File: src/rtl/cnn_pkg.sv
// ============================================================================
// cnn_pkg : shared CNN datapath types, signed max helper, geometry checks
// Rev 1.0
// ============================================================================
`default_nettype none

package cnn_pkg;

    localparam int DWIDTH_DEFAULT = 32;
    localparam int MAX_DWIDTH     = 64;

    typedef logic signed [MAX_DWIDTH-1:0] wide_t;

    // Role of an accepted pixel inside its 2x2 window, from (row, col) parity.
    typedef enum logic [1:0] {
        PH_HOLD     = 2'd0,
        PH_LB_WRITE = 2'd1,
        PH_EMIT     = 2'd2
    } win_phase_e;

    // Callers sign-extend into wide_t so one helper covers every pixel width.
    function automatic wide_t smax(input wide_t a, input wide_t b);
        return (a > b) ? a : b;
    endfunction

    function automatic bit dims_ok(input int w, input int h);
        return (w >= 2) && (h >= 2) && ((w % 2) == 0) && ((h % 2) == 0);
    endfunction

    function automatic int clog2_min1(input int n);
        return (n > 1) ? $clog2(n) : 1;
    endfunction

endpackage

`default_nettype wire

File: src/rtl/core_maxpool2d_1_if.sv
// ============================================================================
// core_maxpool2d_1_if : input-FIFO pop side and output-FIFO push side
// Rev 1.0
// ============================================================================
`default_nettype none

interface core_maxpool2d_1_if
    import cnn_pkg::*;
#(
    parameter int DWIDTH = DWIDTH_DEFAULT
);

    logic [DWIDTH-1:0] ff_rdata;
    logic              ff_empty;
    logic              ff_rdreq;
    logic [DWIDTH-1:0] ff_wdata;
    logic              ff_wrreq;
    logic              ff_full;
    logic              frame_done;

    modport master (
        input  ff_rdata,
        input  ff_empty,
        input  ff_full,
        output ff_rdreq,
        output ff_wdata,
        output ff_wrreq,
        output frame_done
    );

    modport slave (
        output ff_rdata,
        output ff_empty,
        output ff_full,
        input  ff_rdreq,
        input  ff_wdata,
        input  ff_wrreq,
        input  frame_done
    );

endinterface

`default_nettype wire

File: src/rtl/maxpool_line_buffer.sv
// ============================================================================
// maxpool_line_buffer : horizontal-pair maxima of the even row, 1W / 1 async R
// Rev 1.0
// ============================================================================
`default_nettype none

module maxpool_line_buffer
    import cnn_pkg::*;
#(
    parameter int DWIDTH = DWIDTH_DEFAULT,
    parameter int DEPTH  = 16,
    parameter int ADDR_W = 4
) (
    input  wire logic              clock,
    input  wire logic              we,
    input  wire logic [ADDR_W-1:0] waddr,
    input  wire logic [DWIDTH-1:0] wdata,
    input  wire logic [ADDR_W-1:0] raddr,
    output logic      [DWIDTH-1:0] rdata
);

    // Contents are always written on an even row before an odd row reads them.
    logic [DWIDTH-1:0] mem [DEPTH];

    always_ff @(posedge clock) begin
        if (we) begin
            mem[waddr] <= wdata;
        end
    end

    assign rdata = mem[raddr];

endmodule

`default_nettype wire

File: src/rtl/core_maxpool2d_1.sv
// ============================================================================
// core_maxpool2d_1 : streaming 2x2 stride-2 signed max-pool, raster in/out
// Rev 1.0
// ============================================================================
`default_nettype none

module core_maxpool2d_1
    import cnn_pkg::*;
#(
    parameter int DWIDTH = DWIDTH_DEFAULT,
    parameter int IMG_W  = 32,
    parameter int IMG_H  = 32
) (
    input  wire logic           clock,
    input  wire logic           reset,
    core_maxpool2d_1_if.master  bus
);

    localparam int CW       = clog2_min1(IMG_W);
    localparam int RW       = clog2_min1(IMG_H);
    localparam int LB_DEPTH = IMG_W / 2;
    localparam int AW       = clog2_min1(LB_DEPTH);

    localparam logic [CW-1:0] COL_LAST = CW'(IMG_W - 1);
    localparam logic [RW-1:0] ROW_LAST = RW'(IMG_H - 1);

    generate
        if (!dims_ok(IMG_W, IMG_H) || (DWIDTH < 1) || (DWIDTH > MAX_DWIDTH)) begin : g_param_check
            $error("core_maxpool2d_1: IMG_W/IMG_H must be even and >= 2, DWIDTH in 1..64");
        end
    endgenerate

    logic                     rd_d;
    logic [CW-1:0]            col;
    logic [RW-1:0]            row;
    logic signed [DWIDTH-1:0] h_reg;
    logic signed [DWIDTH-1:0] out_data;
    logic                     out_valid;
    logic                     last_flag;

    logic signed [DWIDTH-1:0] pixel;
    logic signed [DWIDTH-1:0] pair_max;
    logic signed [DWIDTH-1:0] win_max;
    logic signed [DWIDTH-1:0] lb_rdata;
    logic [AW-1:0]            lb_addr;
    win_phase_e               phase;
    logic                     lb_we;
    logic                     load;
    logic                     push;
    logic                     at_last;

    // Reads pause only while a finished result is stuck behind a full output.
    assign bus.ff_rdreq   = !reset && !bus.ff_empty && !(out_valid && bus.ff_full);
    assign push           = out_valid && !bus.ff_full;
    assign bus.ff_wrreq   = push;
    assign bus.ff_wdata   = out_data;
    assign bus.frame_done = push && last_flag;

    assign pixel   = bus.ff_rdata;
    assign lb_addr = AW'(col >> 1);
    assign at_last = (row == ROW_LAST) && (col == COL_LAST);

    always_comb begin
        phase = PH_HOLD;
        if (col[0]) begin
            phase = row[0] ? PH_EMIT : PH_LB_WRITE;
        end
    end

    assign pair_max = DWIDTH'(smax(wide_t'(h_reg), wide_t'(pixel)));
    assign win_max  = DWIDTH'(smax(wide_t'(lb_rdata), wide_t'(pair_max)));
    assign lb_we    = rd_d && (phase == PH_LB_WRITE);
    assign load     = rd_d && (phase == PH_EMIT);

    maxpool_line_buffer #(
        .DWIDTH (DWIDTH),
        .DEPTH  (LB_DEPTH),
        .ADDR_W (AW)
    ) u_line_buffer (
        .clock (clock),
        .we    (lb_we),
        .waddr (lb_addr),
        .wdata (pair_max),
        .raddr (lb_addr),
        .rdata (lb_rdata)
    );

    always_ff @(posedge clock or posedge reset) begin
        if (reset) begin
            rd_d  <= 1'b0;
            col   <= '0;
            row   <= '0;
            h_reg <= '0;
        end else begin
            rd_d <= bus.ff_rdreq;
            if (rd_d) begin
                if (phase == PH_HOLD) begin
                    h_reg <= pixel;
                end
                if (col == COL_LAST) begin
                    col <= '0;
                    row <= (row == ROW_LAST) ? '0 : row + 1'b1;
                end else begin
                    col <= col + 1'b1;
                end
            end
        end
    end

    // A new result overrides the clear from a simultaneous push.
    always_ff @(posedge clock or posedge reset) begin
        if (reset) begin
            out_data  <= '0;
            out_valid <= 1'b0;
            last_flag <= 1'b0;
        end else begin
            if (load) begin
                out_data  <= win_max;
                out_valid <= 1'b1;
            end else if (push) begin
                out_valid <= 1'b0;
            end
            if (push) begin
                last_flag <= 1'b0;
            end
            if (load && at_last) begin
                last_flag <= 1'b1;
            end
        end
    end

endmodule

`default_nettype wire

File: src/flat_wrapper.sv
// flat-port wrapper written by rule: the top's interface ports become plain ports
module core_maxpool2d_1_flat import cnn_pkg::*;
#(
    parameter int DWIDTH = DWIDTH_DEFAULT,
    parameter int IMG_W  = 32,
    parameter int IMG_H  = 32
)
  (clock, reset, bus_ff_rdata, bus_ff_empty, bus_ff_full, bus_ff_rdreq, bus_ff_wdata, bus_ff_wrreq, bus_frame_done);
  core_maxpool2d_1_if #(.DWIDTH(DWIDTH)) bus_i ();
  input  wire logic clock;
  input  wire logic reset;
  input wire logic [$bits(bus_i.ff_rdata)-1:0] bus_ff_rdata;
  input wire logic [$bits(bus_i.ff_empty)-1:0] bus_ff_empty;
  input wire logic [$bits(bus_i.ff_full)-1:0] bus_ff_full;
  output wire logic [$bits(bus_i.ff_rdreq)-1:0] bus_ff_rdreq;
  output wire logic [$bits(bus_i.ff_wdata)-1:0] bus_ff_wdata;
  output wire logic [$bits(bus_i.ff_wrreq)-1:0] bus_ff_wrreq;
  output wire logic [$bits(bus_i.frame_done)-1:0] bus_frame_done;
  assign bus_i.ff_rdata = bus_ff_rdata;
  assign bus_i.ff_empty = bus_ff_empty;
  assign bus_i.ff_full = bus_ff_full;
  assign bus_ff_rdreq = bus_i.ff_rdreq;
  assign bus_ff_wdata = bus_i.ff_wdata;
  assign bus_ff_wrreq = bus_i.ff_wrreq;
  assign bus_frame_done = bus_i.frame_done;
  core_maxpool2d_1 #(.DWIDTH(DWIDTH), .IMG_W(IMG_W), .IMG_H(IMG_H)) u_core (.clock(clock), .reset(reset), .bus(bus_i));
endmodule
File: config.mk
export PLATFORM = sky130hd
export DESIGN_NAME = core_maxpool2d_1_flat
export DESIGN_NICKNAME = d
export VERILOG_FILES = /design/src/rtl/cnn_pkg.sv /design/src/rtl/core_maxpool2d_1_if.sv /design/src/rtl/maxpool_line_buffer.sv /design/src/rtl/core_maxpool2d_1.sv /design/src/flat_wrapper.sv
export SDC_FILE = /design/constraint.sdc
export NUM_CORES = 1
export LEC_CHECK = 0
export ABC_CLOCK_PERIOD_IN_PS = 5300
export CAP_MARGIN = 0
export CORE_MARGIN = 2
export CORE_UTILIZATION = 40
export CTS_BUF_LIST = sky130_fd_sc_hd__clkbuf_16
export CTS_CLUSTER_SIZE = 20
export DETAILED_ROUTE_END_ITERATION = 10
export SYNTH_ARGS = -nofsm -noshare
export SYNTH_HDL_FRONTEND = slang
export SYNTH_SLANG_ARGS = --single-unit
File: constraint.sdc
create_clock -name clock -period 5.3 [get_ports clock]
set_input_delay 1.06 -clock clock [delete_from_list [all_inputs] [get_ports clock]]
set_output_delay 1.06 -clock clock [all_outputs]
set_load 0.02 [all_outputs]
# Yosys cells after proc, flatten, opt, wreduce, memory -nomap -nowiden
# Memory sizes are Yosys's and may differ from the RTL's.
# Index checks and enable logic that the tools add are counted.
# Widths: inputs -> output; s select.
# op_classes
bitwise	0
shifts	0
n_lt_le_gt_ge	2
muxes	11
n_reduce_logical	18
n_eq_ne	4
multipliers	0
div_mod_pow	0
n_addsub	2
# op_table
op	count
$gt 32x32->1	2
$mux 32	2
$add 5x1->5 const B	2
$eq 5x5->1 const B	2
$mux 5	2
$logic_and 1x1->1	9
$mux 1	5
$logic_not 1->1	4
$mux 2	2
$reduce_and 2->1	2
$reduce_bool 2->1	2
$eq 2x1->1 const B	1
$eq 2x2->1 const B	1
$logic_not 2->1	1
# word_totals
latchBits	0
in_bits	36
reg_bits	77
wordCells	45
mem_count	1
mem_bits_ro	0
out_inout_bits	35
ramBits	512
# mem_list
memory	words	word_bits	rd	rd_ports_with_merged_regs	wr	line	source
u_core.u_line_buffer.mem	16	32	1	0	1	maxpool_line_buffer.sv:23	logic [DWIDTH-1:0] mem [DEPTH];

# Depth between registers and ports, before layout
# depth
ltp_word	6
depth_mapped	23
depth_no_buf	17

# Hierarchy
# From an unflattened synthesis, not the netlist that was laid out.
# unflattened
hier_cells	1653
hier_area_um2	27098.5
# by_module_without_submodules
mod	cells_each	seq_area_each_um2	instances	area_per_inst_um2
maxpool_line_buffer	806	15374.7	1	19213.4
core_maxpool2d_1	847	1926.8	1	7885.1

# Worst setup path after synthesis
# No wires, ideal clock.
# synth_path
path_type	input port to flip-flop
start	input port bus_ff_rdata[31]
end	register u_core.out_data[0] (netlist: u_core.bus.ff_wdata[0])
required_time_ps	5177
t_arrival_ps	5584
path_buffers	5
slack_ps	-407
setup_ps	123
cell_stages	21
cell_sequence	inv_1 ha_1 nand4_1 nor4_2 nor3b_2 or2_0 clkbuf_1 buf_1 a2111o_1 inv_1 ha_1 nand4_1 or4_1 a21o_1 a21o_1 and4b_1 clkbuf_2 or3_1 buf_2 buf_6 o221a_1
# synth_via
elab_chain_cells	4
# synth_lines
element	line	source
from (decl)	flat_wrapper.sv:12	input wire logic [$bits(bus_i.ff_rdata)-1:0] bus_ff_rdata;
$gt 32x32->1	cnn_pkg.sv:23	return (a > b) ? a : b;
$mux 32	cnn_pkg.sv:23	
named net u_core.pair_max[10]	core_maxpool2d_1.sv:42	logic signed [DWIDTH-1:0] pair_max;
$gt 32x32->1	cnn_pkg.sv:23	
$mux 32	cnn_pkg.sv:23	
to (signal assigned)	core_maxpool2d_1.sv:118	out_data <= win_max;
to (decl)	core_maxpool2d_1.sv:37	logic signed [DWIDTH-1:0] out_data;
# The timed path passes the listed nets, and every way through them passes these cells.
# A chain may end at the register's enable or synchronous reset.

# Worst setup path in the final report
# layout_path
start	input port bus_ff_rdata[19]
end	register u_core.out_data[11] (netlist: u_core.bus.ff_wdata[11])
# Same word-level chain as after synthesis.

==> out/metrics.yaml <==
outcome:
  run_status: "finished clean"
min_path:
  worst_hold_path.endpoint: "u_core.bus.ff_wdata[17]$_DFFE_PP0P_"
  holdCritPathClass: "reg -> reg"
  worstHoldStart: "u_core.bus.ff_wdata[17]$_DFFE_PP0P_"
  worstHoldPathCells: 2
setup_path:
  critPathBufInv: 6
  crit_chain: "clkbuf_2 -> inv_4 -> ha_4 -> buf_4 -> a21oi_2 -> o21ai_1 -> a211o_1 -> or2_4 -> bufbuf_16 -> o41ai_2 -> a2111o_1 -> inv_2 -> ha_4 -> nand4_1 -> or4_4 -> a21o_1 -> a21o_1 -> and4b_2 -> or3_4 -> buf_12 -> o221a_1"
  timing.critical_path.slowest_stage_cell: "or3_4"
  reg2reg_depth: 19
  cp_max_fo: 8
  cp.arrival_ns: 5.72
  regToRegStartpoint: "u_core.h_reg[17]$_DFFE_PP0P_"
  crit_path_capture_type: "register"
  cp_top_family: "compound AO/OA/AOI/OAI gates"
  reg2reg_capture_point: "u_core.bus.ff_wdata[11]$_DFFE_PP0P_"
  max_stage_delay_ns: 0.49
  rrSetupSlack_ns: 0.18
  worstSetupStartpointType: "primary input"
  critical_path_required_ns: 5.79
  timing_worst_setup_path_type: "in -> reg"
placement:
  instance_count_after_placement_with_tap_cells_included: 2632
  dpl_worst_slack_ns: -1.441
  place.gp.congestion: 0.8401
  place.port_buffers: 70
  half_perimeter_wire_length_after_detailed_placement_um: 43230
layout:
  combined_area_of_the_multi_input_logic_cells_um2: 9580
  finalNetCount: 2001
  largest_register_ffs: 512
  fillCellCount: 5275
  final_layout_size_suffix_gt1_share_pct: 40.92
  insertedDiodeCount: 0
  final_core_utilization_pct: 51.14
  ff_latch_area_um2: 17310
  syn_to_final_growth_pct: 27.17
  layout.cells.non_filler: 2807
timing:
  final.setup_skew_ns: 0.04004
  fmax_mhz: 191.1
  hold_viol_final: 0
  final_max_slew_viol_count: 0
  setup_ws_final_ns: 0.06658
  setup_violations: 0
  final.period_utilization_pct: 98.74
  setup_total_negative_slack_ns: 0
  slew-limit-headroom_pct: 22.31
  min_period_ns: 5.233
  final.hold.worst_slack_ns: 0.4942
  worst_slew_pin_slew_ns: 1.163
floorplan:
  io_pins: 71
  core_um2: 65510
  chipHeight_um: 260.6
  die-area_um2: 67930
  die_w_um: 260.6
  rows: 94
  floorplan.initialDensity_pct: 40.21
detailed_routing:
  routed_wire_length_per_instance_um: 25.60
  post-route-drc-count: 0
  antenna_left: 0
  post_drt_via_cell_ratio: 5.802
  drt_wl_total_um: 71860
  detail_route.iter0.violations: 1486
  dr.pass1.iters: 6
  num_vias: 16290
logic_synthesis:
  synthMostInstantiatedCell: "edfxtp_1"
  cells_after_synth: 1576
  postSynth.asyncResetShare_pct: 13.07
  synth.top_cells.by_count: "edfxtp_1 (512), mux4_2 (159), nand2_1 (103)"
  synthesis.area_um2: 26340
  yosys_register_bits: 589
  synth_fp_nets: 1680
  netlist-cell-type-count: 60
  synth_flop_cell: "edfxtp_1"
  synth_area_leaders: "edfxtp_1 (58%), mux4_2 (14%), dfrtp_1 (7.3%), ha_1 (3.2%), mux2_2 (1.6%)"
  number_of_synthesized_flops_with_an_enable_pin: 512
  post_synth_top_area_cell: "edfxtp_1"
  synth.yosys.seq_area_share_pct: 65.68
  syn-mean-instance-area_um2: 16.72
  synth_warnings: 0
  synth.top_cell.area_share_pct: 58.36
pwr:
  ir_worst_vdd_v: 0.0002950
  powerDensity_nw_per_um2: 532.1
  power.sequential.fraction_pct: 35.4
  power_switching_share_pct: 34.56
  leakagePower_uw: 0.01214
  p_sw_uw: 6160
  pwr-share-comb_pct: 42.3
  internal_power_uw: 11670
  clkPwrFrac_pct: 22.3
global_route:
  grt_overflow: 0
  grtUsageTotal_pct: 20.80
  grt_pass1_wl_um: 104900
  maximum_number_of_pins_on_one_net_before_global_route_repair: 68
  grt_antenna_before_repair: 0
  vias_in_the_first_global_route: 16390
clock_network:
  clock-sinks: 589
  clock_tree.root_cell: "clkbuf_16"
  worst_setup_hold_path_clk_slew_ns: 0.06
  htreeDepth: 2
  clk_path_buf_depth: 3
  clock_tree_from_tritoncts: "done"
  tritoncts.num_buffers: 58
  clock_insertion_delay_worst_skew_ns: 0.64
run:
  cap_viol_max_count: 0
## stage by stage
step           total power, µW  area [µm²]
2_1_floorplan            10530       26910
3_3_place_gp             13130       30250
3_5_place_dp             13290       30250
4_1_cts                  17520       32760
5_1_grt                  18670       33500
6_report                 17830       33500
## repair_timing
item	CTS	global route
endpoints found under the setup margin	32	32
gates cloned	6	4
endpoints found under the hold margin	0	0
hold buffers	0	0
resized for setup	91	130
buffers inserted	25	35
pin swaps	34	37
## kinds of logic after synthesis
family	count (synthesis)	share of synthesized area (%)
xor gates and xnor gates	1	0.03325
and+or+nand+nor	290	5.652
DFF	589	65.68
adders and majority gates	68	3.230
AOI/OAI and AO/OA	253	7.404
buffers and inverters	177	2.755
muxes	198	15.25
## cell usage in the layout (no fill, tap or decap), types with 33 or more instances in the layout
master and count:
inv_1 39, mux4_2 159, and3_1 34, nand2_1 100, mux2_2 37, ha_4 34
edfxtp_1 512, a21oi_1 45, clkbuf_16 62, buf_4 258, nor2_1 36, ha_1 33
clkdlybuf4s50_1 38, dfrtp_1 73
## power groups by stage
stage               clock network, µW  registers (µW)  logic [µW]
floorplan                           0            6190        4340
global placement                    0            6400        6730
detailed placement                  0            6410        6890
CTS                              4040            6310        7170
global route                     4220            6350        8110
finish                           3970            6320        7540
## routing by layer
metal / share of wire (%) / up-vias / routed length (µm) / track usage [%]
li1: - / 7018 / - / -
met1: 42 / 8577 / 29840 / 28.63
met2: 50 / 581 / 35750 / 34.69
met3: 6.4 / 111 / 4616 / 3.176
met4: 2.3 / 0 / 1660 / 5.429
met5: 0 / - / 0 / 0
## layout make-up
| type | count | share of cell area, % |
|---|---|---|
| Multi-Input combinational cell | 810 | 28.60 |
| Inverter | 66 | 0.8328 |
| Clock buffer | 58 | 4.332 |
| Clock inverter | 48 | 1.161 |
| Sequential cell | 589 | 51.67 |
| Tap cell | 864 | 3.227 |
| Timing Repair Buffer | 372 | 10.18 |
## worst reg2reg max path: stages (launching register included)
cell,delay (ns)
dfrtp_1,0.45
ha_4,0.27
buf_4,0.13
a21oi_2,0.10
o21ai_1,0.09
a211o_1,0.34
or2_4,0.32
bufbuf_16,0.31
o41ai_2,0.32
a2111o_1,0.23
inv_2,0.07
ha_4,0.26
nand4_1,0.12
or4_4,0.47
a21o_1,0.18
a21o_1,0.17
and4b_2,0.24
or3_4,0.50
buf_12,0.18
o221a_1,0.22
## worst max-delay path by stage
stage / start / to / slack [ns] / cells after the start
2_1_floorplan: bus_ff_rdata[1] / u_core.bus.ff_wdata[0]$_DFFE_PP0P_ / -0.11 / 22
3_3_place_gp: bus_ff_rdata[5] / u_core.bus.ff_wdata[16]$_DFFE_PP0P_ / -1.43 / 21
3_5_place_dp: bus_ff_rdata[26] / u_core.bus.ff_wdata[11]$_DFFE_PP0P_ / -1.44 / 21
4_1_cts: bus_ff_rdata[5] / u_core.bus.ff_wdata[11]$_DFFE_PP0P_ / 0.007 / 23
5_1_grt: bus_ff_rdata[10] / u_core.bus.ff_wdata[11]$_DFFE_PP0P_ / -0.05 / 23
6_report: bus_ff_rdata[19] / u_core.bus.ff_wdata[11]$_DFFE_PP0P_ / 0.07 / 21
No activity file was read; power rests on OpenSTA's default activity.
